--- config.mk ---
export PLATFORM = sky130hd
export DESIGN_NAME = branch_ctrl_ras
export DESIGN_NICKNAME = d
export VERILOG_FILES = /design/src/rtl/branch_pkg.sv /design/src/rtl/ras_stack.sv /design/src/rtl/branch_ctrl_ras.sv
export SDC_FILE = /design/constraint.sdc
export NUM_CORES = 1
export LEC_CHECK = 0
export BUFFER_PORTS_ARGS = -buffer_cell sky130_fd_sc_hd__buf_2
export CAP_MARGIN = 20
export CORE_UTILIZATION = 60
export DETAILED_ROUTE_END_ITERATION = 7
export GPL_TIMING_DRIVEN = 0
export PLACE_DENSITY = 0.91
export SYNTH_ARGS = -nofsm -noshare
export SYNTH_HDL_FRONTEND = slang
export SYNTH_HIERARCHICAL = 1
export SYNTH_SLANG_ARGS = --single-unit
export TNS_END_PERCENT = 5
--- constraint.sdc ---
create_clock -name clk -period 3.7 [get_ports clk]
set_input_delay 0.185 -clock clk [delete_from_list [all_inputs] [get_ports clk]]
set_output_delay 0.185 -clock clk [all_outputs]
set_load 0.05 [all_outputs]
--- src/rtl/branch_pkg.sv ---
// Jump-type and PC-source encodings shared by the branch controller and its bench.
package branch_pkg;
   localparam logic [2:0] JT_NONE = 3'b000;
   localparam logic [2:0] JT_JZ   = 3'b001;
   localparam logic [2:0] JT_JNZ  = 3'b010;
   localparam logic [2:0] JT_JC   = 3'b011;
   localparam logic [2:0] JT_JNC  = 3'b100;
   localparam logic [2:0] JT_JMP  = 3'b101;
   localparam logic [2:0] JT_CALL = 3'b110;
   localparam logic [2:0] JT_RET  = 3'b111;

   localparam logic [1:0] SRC_SEQ = 2'b00;
   localparam logic [1:0] SRC_RET = 2'b01;
   localparam logic [1:0] SRC_BR  = 2'b10;
   localparam logic [1:0] SRC_JMP = 2'b11;
endpackage

--- src/rtl/ras_stack.sv ---
// Circular return-address storage: write pointer, occupancy count, full/empty.
// Top of stack is wp-1; a push while full overwrites the oldest entry.
module ras_stack #(
   parameter int ADDR_W = 12,
   parameter int DEPTH  = 8
) (
   input  logic                         clk,
   input  logic                         rst_n,
   input  logic                         i_push,
   input  logic                         i_pop,
   input  logic [ADDR_W-1:0]            i_wdata,
   output logic [ADDR_W-1:0]            o_top,
   output logic [$clog2(DEPTH+1)-1:0]   o_count,
   output logic                         o_full,
   output logic                         o_empty
);
   localparam int PW = $clog2(DEPTH);
   localparam int CW = $clog2(DEPTH+1);

   logic [ADDR_W-1:0] r_mem [DEPTH];
   logic [PW-1:0]     r_wp;
   logic [CW-1:0]     r_count;
   logic [PW-1:0]     w_top_idx;

   assign w_top_idx = r_wp - PW'(1);
   assign o_top     = r_mem[w_top_idx];
   assign o_count   = r_count;
   assign o_full    = (r_count == CW'(DEPTH));
   assign o_empty   = (r_count == '0);

   // Storage is intentionally not reset; only pointer and count are.
   always_ff @(posedge clk) begin
      if (i_push) r_mem[r_wp] <= i_wdata;
   end

   always_ff @(posedge clk) begin
      if (!rst_n) begin
         r_wp    <= '0;
         r_count <= '0;
      end else if (i_push) begin
         r_wp <= r_wp + PW'(1);
         if (r_count != CW'(DEPTH)) r_count <= r_count + CW'(1);
      end else if (i_pop) begin
         r_wp    <= r_wp - PW'(1);
         r_count <= r_count - CW'(1);
      end
   end
endmodule

--- src/rtl/branch_ctrl_ras.sv ---
// Branch controller with integrated return-address stack and sticky error flags.
// Define RAS_WRAP_EN to let CALL on a full stack overwrite the oldest entry.
module branch_ctrl_ras
   import branch_pkg::*;
#(
   parameter int ADDR_W = 12,
   parameter int DEPTH  = 8
) (
   input  logic                         clk,
   input  logic                         rst_n,
   input  logic                         valid,
   input  logic [2:0]                   j_type,
   input  logic                         c,
   input  logic                         z,
   input  logic [ADDR_W-1:0]            ret_in,
   input  logic                         clr_err,
   output logic [1:0]                   addr_src,
   output logic [ADDR_W-1:0]            ret_addr,
   output logic                         push,
   output logic                         pop,
   output logic [$clog2(DEPTH+1)-1:0]   sp_count,
   output logic                         stack_full,
   output logic                         stack_empty,
   output logic                         overflow,
   output logic                         underflow
);
   logic       w_push;
   logic       w_pop;
   logic       w_ovf_evt;
   logic       w_unf_evt;
   logic [1:0] w_src;
   logic       w_full;
   logic       w_empty;
   logic       r_overflow;
   logic       r_underflow;

   always_comb begin
      w_src     = SRC_SEQ;
      w_push    = 1'b0;
      w_pop     = 1'b0;
      w_ovf_evt = 1'b0;
      w_unf_evt = 1'b0;
      if (valid) begin
         case (j_type)
            JT_JZ:   w_src = z  ? SRC_BR : SRC_SEQ;
            JT_JNZ:  w_src = !z ? SRC_BR : SRC_SEQ;
            JT_JC:   w_src = c  ? SRC_BR : SRC_SEQ;
            JT_JNC:  w_src = !c ? SRC_BR : SRC_SEQ;
            JT_JMP:  w_src = SRC_JMP;
            JT_CALL: begin
               w_src = SRC_JMP;
               if (w_full) begin
                  w_ovf_evt = 1'b1;
`ifdef RAS_WRAP_EN
                  w_push = 1'b1;
`else
                  w_push = 1'b0;
`endif
               end else begin
                  w_push = 1'b1;
               end
            end
            JT_RET: begin
               if (w_empty) begin
                  w_unf_evt = 1'b1;
               end else begin
                  w_src = SRC_RET;
                  w_pop = 1'b1;
               end
            end
            default: w_src = SRC_SEQ;
         endcase
      end
   end

   ras_stack #(.ADDR_W(ADDR_W), .DEPTH(DEPTH)) u_ras (
      .clk     (clk),
      .rst_n   (rst_n),
      .i_push  (w_push),
      .i_pop   (w_pop),
      .i_wdata (ret_in),
      .o_top   (ret_addr),
      .o_count (sp_count),
      .o_full  (w_full),
      .o_empty (w_empty)
   );

   // A new error event in the same cycle as clr_err keeps the flag set.
   always_ff @(posedge clk) begin
      if (!rst_n) begin
         r_overflow  <= 1'b0;
         r_underflow <= 1'b0;
      end else begin
         r_overflow  <= w_ovf_evt | (r_overflow  & ~clr_err);
         r_underflow <= w_unf_evt | (r_underflow & ~clr_err);
      end
   end

   assign addr_src    = w_src;
   assign push        = w_push;
   assign pop         = w_pop;
   assign stack_full  = w_full;
   assign stack_empty = w_empty;
   assign overflow    = r_overflow;
   assign underflow   = r_underflow;
endmodule
; Word level (Yosys, flattened, before mapping)
; Memories as Yosys holds them, arrays and structs flattened.
; Cells that the tools add are included.
[totals]
ff_bits = 9
ram_bits = 96
inputBits = 21
mem_count = 1
[classes]
addsub = 4
eq_ne = 10
n_mux = 26
bitwise = 5
reduce_logical = 4
[mem_list]
columns = name, depth, word_bits, rd, rd_ports_with_merged_regs, write_ports, line
row1 = u_ras.r_mem, 8, 12, 1, 0, 1, ras_stack.sv:20  ; logic [ADDR_W-1:0] r_mem [DEPTH];
[ops]
columns = cell, count
row1 = 1-bit two-way mux, 15
row2 = "3-bit equality test, second input constant", 4
row3 = 4-bit two-way mux, 3
row4 = 2-bit one-hot mux with 6 select lines, 1
row5 = 2-bit two-way mux, 5
row6 = "3-bit by 2-bit equality test with 1-bit output, second input constant", 2
row7 = 3-bit two-way mux, 2
row8 = "4-bit by 1-bit adder with 4-bit output, second input constant", 1
row9 = "4-bit equality test, second input constant", 1
row10 = 4-bit zero test, 1
row11 = "4-bit != test, second input constant", 1
row12 = "4-bit by 1-bit subtractor with 4-bit output, second input constant", 1
row13 = "3-bit by 1-bit adder with 3-bit output, second input constant", 1
row14 = "3-bit by 1-bit equality test with 1-bit output, second input constant", 1
row15 = "3-bit by 1-bit subtractor with 3-bit output, second input constant", 1
row16 = 1-bit AND, 2
row17 = "2-bit by 1-bit != test with 1-bit output, second input constant", 1
row18 = 1-bit bitwise OR, 2
row19 = 2-bit AND reduction, 1
row20 = 2-bit nonzero test, 1
row21 = 2-bit OR reduction, 1
row22 = 1-bit inverter, 1

; Longest topological paths before layout
; Gate-level depths: netlist of the first run.
[logic_depth]
word_depth = 6
depth_mapped = 9

; By module
; Netlist of the first run, hierarchy kept.
[modules_own_cells]
columns = mod, n_inst, cells_per_inst, area_per_inst_um2
row1 = ras_stack, 1, 202, 4131.5
row2 = branch_ctrl_ras, 1, 19, 147.6

; Least setup slack after synthesis of the first run
; No wires, ideal clock.
[synth_path]
kind = reg-to-reg
start = register u_ras.r_count[0], in the netlist u_ras/o_count[0]
end = register u_ras.r_count[3], in the netlist u_ras/o_count[3]
setup_time_ns = 0.129
t_arrival_ns = 3.834
required_ns = 3.571
path_slack_ns = -0.262
path_stages_with_launch = 7
period_less_slack_ns = 3.962
path_cell_list = dfxtp_1 nor4_1 nor2_1 nand2b_1 a211oi_1 o21ba_2 o32ai_1
[synth_between]
elab_chain_len = 6
word_cells_on_any_way = 17
cone_classes = add/sub: 2 / eq/ne: 3 / mux: 9 / reduce/logical: 3
[synth_lines]
columns = item, line
row1 = start: declaration, ras_stack.sv:22  ; logic [CW-1:0] r_count;
row2 = start signal: assignment, ras_stack.sv:42  ; if (r_count != CW'(DEPTH)) r_count <= r_count + CW'(1);
row3 = start signal: assignment, ras_stack.sv:45  ; r_count <= r_count - CW'(1);
row4 = 4-bit zero test, ras_stack.sv:29  ; assign o_empty = (r_count == '0);
row5 = via stack_empty, branch_ctrl_ras.sv:23  ; output logic stack_empty,
row6 = 1-bit two-way mux, branch_ctrl_ras.sv:64  ; if (w_empty) begin
row7 = 1-bit two-way mux, branch_ctrl_ras.sv:44  ; case (j_type)
row8 = 1-bit two-way mux, branch_ctrl_ras.sv:43  ; if (valid) begin
row9 = via pop, branch_ctrl_ras.sv:20  ; output logic pop,
row10 = 2-bit nonzero test (no line), n/a
row11 = 2-bit AND reduction (no line), n/a
; The timed path passes the listed nets, and every way through them passes these cells. The select of a mux whose other input is x is not followed.
; A chain may end at the register's enable or synchronous reset.

; Worst setup path in the final report of the first run
[layout_path]
start = register u_ras.r_wp[0]
end = output port ret_addr[7]
[layout_between]
elab_chain_len = 2
[layout_lines]
columns = item, line
row1 = start: declaration, ras_stack.sv:21  ; logic [PW-1:0] r_wp;
row2 = start signal: assignment, ras_stack.sv:41  ; r_wp <= r_wp + PW'(1);
row3 = start signal: assignment, ras_stack.sv:44  ; r_wp <= r_wp - PW'(1);
row4 = 3-bit by 1-bit subtractor with 3-bit output, ras_stack.sv:25  ; assign w_top_idx = r_wp - PW'(1);
row5 = memory read 8 x 12 bit, n/a
row6 = end: declaration, branch_ctrl_ras.sv:18  ; output logic [ADDR_W-1:0] ret_addr,
; Every way passes these cells.

==> results by stage, run 1 <==
Worst setup path:
- The peak per-stage delay on the critical path is 0.44 ns.
- Walking the worst path, the cells encountered are buf_4, inv_1, ha_1, buf_2, buf_2, mux4_2, mux2_2, buf_2.
- By instance count, the cell type seen most on the critical path is sky130_fd_sc_hd__buf_2.
- STA puts the critical path data arrival time at 2.86 ns.
- The startpoint type of the worst setup path is a flop.
- The setup slack on the worst flop-to-flop path is 1.09 ns.
- The cell class contributing the biggest share of worst-path delay is buffers and inverters.
- The maximum fanout count along the critical path is 10.
- The worst setup path category is reg2out.
- The worst setup path is captured at a primary output.
- The required time at the worst-slack endpoint is 3.51 ns.
- In this run the critical register-to-register path is launched from u_ras/o_count[0].
- The critical path buffer and inverter count is 5.
- The slowest stage cell on the critical path is sky130_fd_sc_hd__dfxtp_1.
- The reg-to-reg endpoint is u_ras/o_count[3].
- The number of cell instances on the worst register-to-register path is 9.

Yosys:
- After synthesis, the netlist uses 40 different library cells.
- The count of yosys warnings during synthesis is 6.
- In this run the cell area of the synthesized design comes to 4280 um^2.
- Averaged over all synthesized cells, the footprint is 19.4 um^2.
- The fraction of the yosys area taken by sequential cells is 71.6%.
- The number of synthesized register bits is 105.
- The number of flops mapped to enable cells by yosys is 96.
- The synthesized netlist net count is 247.
- In the synthesized netlist the async set-or-reset flop fraction comes to 0%.
- The post-synthesis instance total is 221.
- In the synthesized netlist the dominant register cell turns out to be sky130_fd_sc_hd__edfxtp_1.

Cells and area:
- The post-route netlist has 38.8% of its cells at a drive strength greater than 1.
- The count of filler cells inserted in the layout is 420.
- The final net count is 310.
- Relative to the synthesized area, the layout overhead comes to 15.7%.
- The library cells used most frequently in the layout, excluding fill and tap cells, are sky130_fd_sc_hd__edfxtp_1, sky130_fd_sc_hd__buf_2, sky130_fd_sc_hd__mux4_2.
- The number of antenna cells inserted is 0.
- The library cell used most frequently in the layout, excluding fill and tap cells, is sky130_fd_sc_hd__edfxtp_1.
- The cell area after layout is 4950 um^2.

CTS:
- For the worst-skew pair, the clock arrives at the later sink with an insertion delay of 0.36 ns.
- The number of hold buffers added after CTS is 0.
- The cell at the root of the clock tree is sky130_fd_sc_hd__clkbuf_8.
- The number of resized instances in the post-cts repair step is 0.
- The clock buffer count from CTS is 9.
- The number of setup buffers added after CTS is 0.
- The clock drives 105 sinks.
- The number of buffers on the longest clock path is 2.
- In this run the number of H-tree levels came out at 3.
- The clock input transition at the sequential cells of the worst setup and hold paths is 0.09 ns.
- TritonCTS built the clock tree.

Global routing:
- The total global-route track usage is 22.9%.
- The first global-routing pass estimated 12100 um of wire.
- The maximum number of pins on one net before global-route repair is 18.
- Summed over all layers, the global routing overflow is 0.
- The initial antenna violation count was 0.
- The number of global-route vias before repair came to 2299.

Placed design:
- The detailed-placement wirelength estimate is 5400 um.
- The number of buffers added on ports is 44.
- The congestion estimate from routability-driven global placement came to 0.721.
- In this run the cell area measured after placement is 4730 um^2.

STA:
- In the finished design, the share of the clock period the worst path needs comes to 82.4%.
- Setup violations remaining at the end of the flow were counted as 0.
- Setup repair after global routing left no endpoint under its margin.
- At the pin with the least slew margin, the transition time is 0.864 ns.
- Clock skew on the completed layout was measured at 0.00606 ns.
- The final hold violation count came to 0.
- The setup TNS is 0 ns.
- The worst pin sits at a relative slew slack of 42.2%.
- The highest attainable clock frequency is 0.328 GHz.
- The max-slew violation count is 0.
- The final period demand of the worst path is 3.05 ns.

Route:
- The first routing iteration left 130 violations.
- After detailed routing, the number of remaining DRC violations is 0.
- The total via count in the routed design is 2299.
- The sum of routed wire length over all layers is 7870 um.
- The via-per-instance ratio is 5.97.
- The number of iterations in the first detailed-routing pass is 4.
- The final antenna-violating net count is 0.
- In the final routed layout, each cell accounts on average for 20.4 um.

Floorplanning:
- The placement row count is 30.
- The initial utilization of the core area, before any placement, comes to 62.6%.
- The number of top-level design ports is 45.
- The die width is 86.5 um.
- The floorplan step defined a core boundary enclosing 6830 um^2.
- The die extent in y is 86.5 um.
- The floorplan step defined a die boundary enclosing 7470 um^2.

Power and ir drop:
- Summed over all cells, the static leakage comes to 1.69 nW.
- The maximum resistive drop on vdd is 0.277 mV.
- The overall power after layout is 2.28 mW.
- The power density over cell area is 461 nW/um^2.

Run:
- The tool flagged a number of max-cap violations equal to 0.

Status:
- The flow ran to the end, and the final reports show no timing, DRC or antenna violations.

Hold path:
- The worst hold path class is in2reg.
- Counting instances, the worst hold path has a depth of 1.
- The worst hold path begins at ret_in[11].
- The terminating pin of the worst hold path is u_ras/r_mem[5][11].
==> routing by layer <==
layer / routed length (um) / global-route usage [%] / vias up
met2: 4030 / 37.5 / 79
met3: 414 / 4.00 / 10
met4: 112 / 9.70 / 0
li1: - / - / 1024
met5: 0 / 0 / -
met1: 3310 / 31.0 / 1186
==> where the power goes <==
group	leakage, nW	internal [mW]	switching [mW]
registers	0.936	1.30	0.00611
logic	0.644	0.0781	0.145
clock network	0.108	0.384	0.370
==> stage by stage <==
stage          util (%)  setup slack, ns  std cells  hold WS [ns]
2_1_floorplan         -            0.195        221         0.284
3_3_place_gp       67.8            0.516        361         0.447
3_5_place_dp       69.3             1.05        369         0.455
4_1_cts            72.5            0.628        385        0.0730
5_1_grt            72.5            0.523        385        0.0870
6_report           72.5            0.651        385        0.0799
==> state kept, by name, indices dropped and copies added, names as in the netlist <==
| name | count |
|---|---|
| overflow | 1 |
| u_ras/o_count | 4 |
| u_ras/r_mem | 96 |
| u_ras/r_wp | 3 |
| underflow | 1 |
==> how the worst max path moves through the flow <==
| stage | cells after the start | start | end | slack [ns] |
|---|---|---|---|---|
| after floorplan | 5 | u_ras/o_count[0] | u_ras/r_mem[2][0] | 0.20 |
| after global placement | 5 | u_ras/o_count[0] | u_ras/r_mem[2][1] | 0.52 |
| after detailed placement | 8 | u_ras/r_wp[0] | ret_addr[7] | 1.05 |
| after CTS | 8 | u_ras/r_wp[0] | ret_addr[7] | 0.63 |
| after global routing | 8 | u_ras/r_wp[0] | ret_addr[7] | 0.52 |
| final | 8 | u_ras/r_wp[0] | ret_addr[7] | 0.65 |
==> cell usage after synthesis (3+ instances only) <==
library cell | number | area, um^2
sky130_fd_sc_hd__nor3_1 | 4 | 20.0
sky130_fd_sc_hd__mux4_2 | 20 | 450
sky130_fd_sc_hd__mux4_1 | 4 | 105
sky130_fd_sc_hd__ha_1 | 4 | 50.1
sky130_fd_sc_hd__nand2b_1 | 4 | 25.0
sky130_fd_sc_hd__o21ai_0 | 4 | 20.0
sky130_fd_sc_hd__dfxtp_1 | 9 | 180
sky130_fd_sc_hd__nor2_1 | 11 | 41.3
sky130_fd_sc_hd__edfxtp_1 | 96 | 2880
sky130_fd_sc_hd__mux2_2 | 13 | 146
sky130_fd_sc_hd__inv_1 | 3 | 11.3
sky130_fd_sc_hd__nand2_1 | 9 | 33.8
sky130_fd_sc_hd__buf_2 | 4 | 20.0
==> cell type report <==
| type | count | area [um^2] | share of cell area [%] |
|---|---|---|---|
| inverter | 3 | 11.3 | 0.227 |
| buffer | 9 | 61.3 | 1.24 |
| timing repair buffer | 52 | 310 | 6.27 |
| clock buffer | 10 | 128 | 2.58 |
| multi-input combinational | 104 | 1170 | 23.6 |
| tap | 96 | 120 | 2.43 |
| sequential | 105 | 3060 | 61.8 |
| clock inverter | 6 | 90.1 | 1.82 |
==> kinds of logic after synthesis <==
kind of cell,synth area share [%]
and+or+nand+nor,4.77
xor gates and xnor gates,0.819
DFF,71.6
buffers and inverters,1.70
AOI/OAI and AO/OA,3.10
muxes,16.4
adders and majority gates,1.64
Note: power is estimated with default switching activity, not from simulation.
==> run 2, diff against run 1 <==
--- a/config.mk
+++ b/config.mk
@@ -7,10 +7,10 @@
 export LEC_CHECK = 0
 export BUFFER_PORTS_ARGS = -buffer_cell sky130_fd_sc_hd__buf_2
 export CAP_MARGIN = 20
-export CORE_UTILIZATION = 60
+export CORE_UTILIZATION = 58
 export DETAILED_ROUTE_END_ITERATION = 7
 export GPL_TIMING_DRIVEN = 0
-export PLACE_DENSITY = 0.91
+export PLACE_DENSITY = 0.89
 export SYNTH_ARGS = -nofsm -noshare
 export SYNTH_HDL_FRONTEND = slang
 export SYNTH_HIERARCHICAL = 1
==> constraint.sdc (replaced) <==
create_clock -name clk -period 2.86 [get_ports clk]
set_input_delay 0.143 -clock clk [delete_from_list [all_inputs] [get_ports clk]]
set_output_delay 0.143 -clock clk [all_outputs]
set_load 0.05 [all_outputs]
==> results by stage, run 2 (synthesis gave the netlist of run 1 again) <==
Power and ir drop:
- The maximum resistive drop on vdd is 0.371 mV.
- Power comes to 2.84 mW.
- The power density over cell area is 573 nW/um^2.
- The cell leakage power is 1.69 nW.

Worst setup path:
- The endpoint identified for the worst register-to-register timing path is u_ras/o_count[3].
- The number of cell instances on the worst register-to-register path is 9.
- The most frequent cell on the critical path is sky130_fd_sc_hd__buf_2.
- For this run, the slowest stage of the critical path takes 0.40 ns.
- Traced cell by cell, the critical path runs through buf_6, inv_1, ha_1, buf_2, buf_4, mux4_2, mux2_2, buf_2.
- The startpoint type of the worst setup path is a flop.
- The startpoint identified for the worst register-to-register timing path is u_ras/o_count[1].
- The data arrival at the endpoint of the critical path is 2.61 ns.
- The worst setup path category is reg2out.
- The setup slack on the worst flop-to-flop path is 0.48 ns.
- The critical path capture point type is a primary output.
- The maximum fanout count along the critical path is 10.
- The slowest stage cell on the critical path is sky130_fd_sc_hd__dfxtp_2.
- STA puts the critical path data required time at 2.72 ns.

Floorplanning:
- In this run the core area contains 30 standard-cell rows.
- From left edge to right edge, the die measures 87.9 um.
- The die outline area is 7730 um^2.
- The core region is 6940 um^2.
- The die extent in y is 87.9 um.
- The starting density of the core is 61.6%.
- The number of top-level design ports is 45.

CTS:
- The cell at the root of the clock tree is sky130_fd_sc_hd__clkbuf_8.
- The number of H-tree branching levels is 3.
- The clock buffer count from CTS is 9.
- The clock input transition at the sequential cells of the worst setup and hold paths is 0.09 ns.
- The TritonCTS sink count is 105.
- The CTS tree is done.
- The clock reaches the later pin of the worst-skew pair after 0.35 ns.
- The number of buffers on the longest clock path is 2.

Route:
- In the routed layout, each cell is associated on average with a via count of 5.89.
- The final route contains 2269 vias.
- The per-cell routed wire length is 20.7 um.
- The remaining routing DRC violations is 0.
- The first TritonRoute pass finished after 4 iterations.
- The number of DRC violations after detailed-routing iteration 0 is 112.
- The final antenna-violating net count is 0.
- The sum of routed wire length over all layers is 7980 um.

Global routing:
- The number of global-route vias before repair is 2340.
- The residual overflow from global routing is 0.
- The maximum number of pins on one net before global-route repair is 17.
- For this run, the total global-route usage over all layers was measured as 22.9%.
- The first global-routing pass estimated 12300 um of wire.
- The initial antenna violation count came to 0.

Hold path:
- Along the worst hold path, the cell count comes to 1.
- The worst hold path class is in2reg.
- The path with the worst hold slack has its endpoint at u_ras/r_mem[4][1].
- The worst hold path begins at ret_in[1].

Cells and area:
- Relative to the synthesized area, the layout overhead comes to 16.0%.
- The filler-free cell count of the finished design is 385.
- The most flop-heavy register is u_ras/r_mem.
- The flip-flop count of the largest register after layout is 96.
- Leaving out fill and tap cells, the most frequent cell in the layout is sky130_fd_sc_hd__edfxtp_1.
- After the last flow step, the layout net total stands at 310.
- The number of antenna cells inserted is 0.
- The top cell types in the final layout, fill and taps aside, are sky130_fd_sc_hd__edfxtp_1, sky130_fd_sc_hd__buf_2, sky130_fd_sc_hd__mux4_2.
- The post-route netlist has 41.2% of its cells at a drive strength greater than 1.

Placed design:
- The number of buffers added on ports is 44.
- The weighted congestion reported at the end of routability-driven placement is 0.756.
- In this run, placement finished with an instance count of 369.
- The detailed-placement wirelength estimate is 5520 um.
- The worst setup slack after placement is 0.263 ns.

STA:
- The count of endpoints failing setup in the final report is 0.
- Setup repair after global routing left no endpoint under its margin.
- The final cycle utilization of the critical path is 96.4%.
- The final period demand of the worst path is 2.76 ns.
- The max-slew violation count is 0.
- The final hold violation count was 0.
- Timing would allow up to 0.363 GHz.
- The transition time at the pin with the least slew margin is 0.642 ns.
- The setup TNS is 0 ns.
- The worst slew slack as a fraction of its limit is 57.0%.
- For the final database, setup skew stands at 0.00808 ns.
- The final worst setup slack is 0.104 ns.

Status:
- The flow ran to the end, and the final reports show no timing, DRC or antenna violations.

Run:
- The number of max-capacitance violations reported is 0.
## run 2: where the power goes
part / switching [mW] / total, mW / internal (mW)
logic: 0.188 / 0.293 / 0.105
registers: 0.00902 / 1.69 / 1.68
clock network: 0.462 / 0.862 / 0.400
total: 0.660 / 2.84 / 2.18
## run 2: stage by stage
step | hold WS (ns) | cell area [um^2] | utilization [%]
2_1_floorplan | 0.242 | 4340 | -
4_1_cts | 0.0428 | 4960 | 71.4
3_5_place_dp | 0.414 | 4770 | 68.7
6_report | 0.0495 | 4960 | 71.5
3_3_place_gp | 0.404 | 4680 | 67.4
5_1_grt | 0.0517 | 4960 | 71.5
## run 2: critical path, delay by kind of cell, from the launching register on
kind       cells  cell delay, ns
mux            2            0.62
fa+ha+maj      1            0.28
flops          1            0.40
buf+inv        5            0.95
## run 2: layout make-up
cell class	instances	area [um^2]
sequential	105	3070
fill	439	1980
multi-input combinational	104	1180
timing repair buffer	52	310
clock buffer	10	128
tap	96	120
buffer	9	80.1
clock inverter	6	56.3
inverter	3	11.3
## run 2: worst max path at each step
stage                          start               end  depth (start not counted)
floorplan           u_ras/o_count[2]  u_ras/o_count[3]                          9
global placement       u_ras/r_wp[0]       ret_addr[4]                          8
detailed placement     u_ras/r_wp[0]      ret_addr[10]                          8
CTS                    u_ras/r_wp[0]       ret_addr[4]                          8
global route           u_ras/r_wp[0]       ret_addr[4]                          8
finish                 u_ras/r_wp[0]      ret_addr[10]                          8
## run 2: timing repair
action | 4_1_cts | 5_1_grt
hold buffers | 0 | 0
gates cloned | 0 | 0
resized for setup | 3 | 1
endpoints found under the setup margin | 12 | 12
setup buffers | 0 | 0
pin swaps | 0 | 0
## run 2: per-layer routing
layer,wire [um],vias to the layer above,track usage (%),share of wire (%)
met1,3280,1162,29.1,41
met3,296,15,3.86,3.7
met4,162,0,9.99,2.0
li1,-,1028,-,-
met5,0,-,0,0
met2,4230,64,39.1,53
==> run 3, diff against run 2 <==
--- a/config.mk
+++ b/config.mk
@@ -5,6 +5,7 @@
 export SDC_FILE = /design/constraint.sdc
 export NUM_CORES = 1
 export LEC_CHECK = 0
+export ABC_AREA = 1
 export BUFFER_PORTS_ARGS = -buffer_cell sky130_fd_sc_hd__buf_2
 export CAP_MARGIN = 20
 export CORE_UTILIZATION = 58
==> results by stage, run 3 <==
Power and ir drop:
- The maximum resistive drop on vdd is 0.414 mV.
- The overall power after layout is 2.90 mW.
- Sequential cells account for 58.2% of the total power.
- The power density over cell area is 573 nW/um^2.
- Of the total power, the share spent switching nets is 27.5%.
- The cell leakage power is 1.97 nW.
- The portion of total power attributed to the clock network is 27.8%.
- The part of the total power dissipated in combinational logic is 14.1%.
- The internal power is 2.10 mW.
- The net switching component of the power is 0.798 mW.

Global routing:
- Global routing consumed, over all layers together, 26.5% of the routing resources.
- The initial antenna violation count came to 0.
- Entering global routing, the biggest net connects 18 pins.
- The wire length of the first global-routing pass is 16200 um.
- The residual overflow from global routing is 0.
- The number of global-route vias before repair is 3299.

Yosys:
- The count of yosys warnings during synthesis is 6.
- Among all flip-flop cells after synthesis, the most frequent one is sky130_fd_sc_hd__edfxtp_1.
- The dominant cell by count in the synthesized netlist is sky130_fd_sc_hd__nor2_1.
- The largest total area in the synthesized netlist belongs to sky130_fd_sc_hd__edfxtp_1.
- For this run, asynchronously set or reset flops after synthesis account for 0%.
- The average cell area after synthesis is 10.6 um^2.
- In the synthesized netlist, the cells that appear most often are sky130_fd_sc_hd__nor2_1, sky130_fd_sc_hd__edfxtp_1, sky130_fd_sc_hd__nand2_1.
- Synthesis inferred 105 register bits.
- The distinct cell type count after synthesis is 28.
- The synthesized netlist net count is 452.
- The post-synthesis instance total is 426.
- By area the synthesized netlist is led by sky130_fd_sc_hd__edfxtp_1, sky130_fd_sc_hd__nor2_1, sky130_fd_sc_hd__nand2_1.
- In this run the cell area of the synthesized design comes to 4520 um^2.
- The fraction of the yosys area taken by sequential cells is 67.8%.
- The number of flops mapped to enable cells by yosys is 96.
- After synthesis, the largest area contributor takes up 63.8% of total cell area.

Cells and area:
- Measured on the finished design, the core utilization comes to 68.3%.
- The number of antenna diodes in the final layout is 0.
- The area added between synthesis and finish is 12.1%.
- The share of final-layout standard cells stronger than drive strength 1 is 19.6%.
- The flip-flop count of the largest register after layout is 96.
- The finished cells cover 5060 um^2.
- The most flop-heavy register is u_ras/r_mem.
- The leading cell type in the layout, fill and taps excluded is sky130_fd_sc_hd__nor2_1.
- Leaving out fill and tap cells, the most frequent cells in the layout are sky130_fd_sc_hd__nor2_1, sky130_fd_sc_hd__edfxtp_1, sky130_fd_sc_hd__nand2_1.
- The final net count is 506.
- The count of filler cells inserted in the layout is 525.

STA:
- The final period demand of the worst path is 2.70 ns.
- On the final layout, the worst hold slack is 0.0388 ns.
- Setup repair after global routing left no endpoint under its margin.
- The highest attainable clock frequency is 0.371 GHz.
- The final hold violation count is 0.
- The max-slew violation count is 0.
- The setup TNS is 0 ns.
- The worst pin sits at a relative slew slack of 44.8%.
- Setup violations remaining at the end of the flow were counted as 0.
- The final cycle utilization of the critical path is 94.3%.
- The final worst clock skew is 0.00746 ns.
- For the pin with the worst max-slew slack, the measured transition is 0.827 ns.

CTS:
- The number of H-tree branching levels is 3.
- The TritonCTS sink count is 105.
- The post-CTS repair timing setup buffer count is 0.
- Clock-pin slew was measured on the worst setup and hold paths at 0.10 ns.
- In this run, CTS created clock tree buffers numbering 9.
- The number of resized instances in the post-cts repair step is 0.
- TritonCTS built the clock tree.
- The clock latency at the later pin of the worst-skew pair is 0.36 ns.
- Counting along the longest clock path gives a buffer depth of 2.
- For this design, the CTS-stage hold fixing added 0 buffers.
- The cell at the root of the clock tree is sky130_fd_sc_hd__clkbuf_8.

Placed design:
- The number of buffers added on ports is 44.
- The wire-length estimate of the detail-placed layout is 6420 um.
- The weighted congestion reported at the end of routability-driven placement is 0.822.
- Summing all placed instances gives a cell area of 4900 um^2.

Worst setup path:
- Counting cells, the worst reg-to-reg path comes to 7.
- At the worst endpoint, the required time is 2.72 ns.
- Walking the worst path, the cells encountered are buf_4, inv_2, ha_1, buf_4, buf_4, nor2_1, o21ai_1, o21ai_1, nand2_1, nand2_1, buf_2.
- The peak per-stage delay on the critical path is 0.33 ns.
- The critical path is of the reg2out type.
- The cell that appears most often on the critical path is sky130_fd_sc_hd__buf_4.
- Along the worst path, the maximum fanout reaches 14.
- The startpoint type of the worst setup path is a flop.
- Data on the critical path arrives at its endpoint at 2.55 ns.
- The reg-to-reg startpoint is u_ras/o_count[0].
- The worst setup path is captured at a primary output.
- In this run the worst setup path begins at u_ras/r_wp[0].
- For this design, the slowest cell found on the critical path is sky130_fd_sc_hd__dfxtp_1.

Route:
- Before antenna repair, the detailed router went through 5 iterations.
- The remaining routing DRC violations is 0.
- Once detail routing completed, the nets flagged for antenna violations numbered 0.
- The per-cell routed wire length is 17.4 um.
- In the routed layout, each cell is associated on average with a via count of 5.81.
- The number of DRC violations after detailed-routing iteration 0 is 474.
- The final route contains 3391 vias.
- For this block, the routed nets add up to 10200 um of wire.

Floorplanning:
- In this run the core area contains 31 standard-cell rows.
- The area of the core region is 7410 um^2.
- The die outline area is 8140 um^2.
- The initial utilization of the core area, before any placement, comes to 61.0%.
- The die width is 90.2 um.
- The die extent in y is 90.2 um.
- 45 I/O pins were placed.

Hold path:
- The worst hold path class is in2reg.
- The worst hold path passes through 4 cells.
- The startpoint of the worst hold path is clr_err.

Status:
- The flow ran to the end, and the final reports show no timing, DRC or antenna violations.

Run:
- The tool flagged a number of max-cap violations equal to 0.
run 3: critical path: cells and delay by family (launching register included):
family	cells	cell delay [ns]
fa+ha+maj	1	0.32
flops	1	0.33
simple gates	3	0.29
buf+inv	5	1.06
compound gates	2	0.18
run 3: power by group through the flow:
stage	clock, mW	combinational [mW]	sequential [mW]
after detailed placement	0	0.402	1.72
after global placement	0	0.388	1.72
after CTS	0.815	0.404	1.69
after floorplan	0	0.272	1.73
after global routing	0.870	0.437	1.69
final	0.805	0.408	1.69
run 3: kinds of logic (layout without fill, tap and decap cells):
family | count (synthesis) | count (layout) | synth area share (%)
xor gates and xnor gates | 2 | 2 | 0.554
AOI/OAI and AO/OA | 72 | 72 | 8.14
DFF | 105 | 105 | 67.8
and+or+nand+nor | 205 | 205 | 17.6
buffers and inverters | 37 | 96 | 4.29
adders and majority gates | 5 | 5 | 1.55
run 3: path summary, 6_finish.rpt:
path              slack (ns)                end
setup / recovery        0.16       ret_addr[10]
hold / removal          0.04           overflow
setup reg to reg        0.48  u_ras/r_mem[5][1]
hold reg to reg         0.46           overflow
run 3: per-stage QoR:
stage | instances | setup WS [ns]
2_1_floorplan | 426 | 0.0126
3_3_place_gp | 569 | 0.509
3_5_place_dp | 569 | 0.432
4_1_cts | 585 | 0.0156
5_1_grt | 584 | 0.0543
6_report | 584 | 0.163
run 3: cell type report:
cell class                 count  area (um^2)  area share [%]
buffer                        18          120            2.37
multi-input combinational    284         1300            25.6
clock inverter                 7         43.8           0.865
clock buffer                   9          124            2.45
tap                           99          124            2.45
sequential                   105         3060            60.5
inverter                      18         70.1            1.38
timing repair buffer          44          220            4.35
run 3: layer usage:
| layer | track usage [%] | wire length [um] | vias up |
|---|---|---|---|
| met5 | 0 | 0 | - |
| met2 | 43.4 | 4940 | 213 |
| met1 | 33.0 | 3920 | 1592 |
| met4 | 16.3 | 394 | 0 |
| met3 | 4.40 | 938 | 35 |
| li1 | - | - | 1551 |
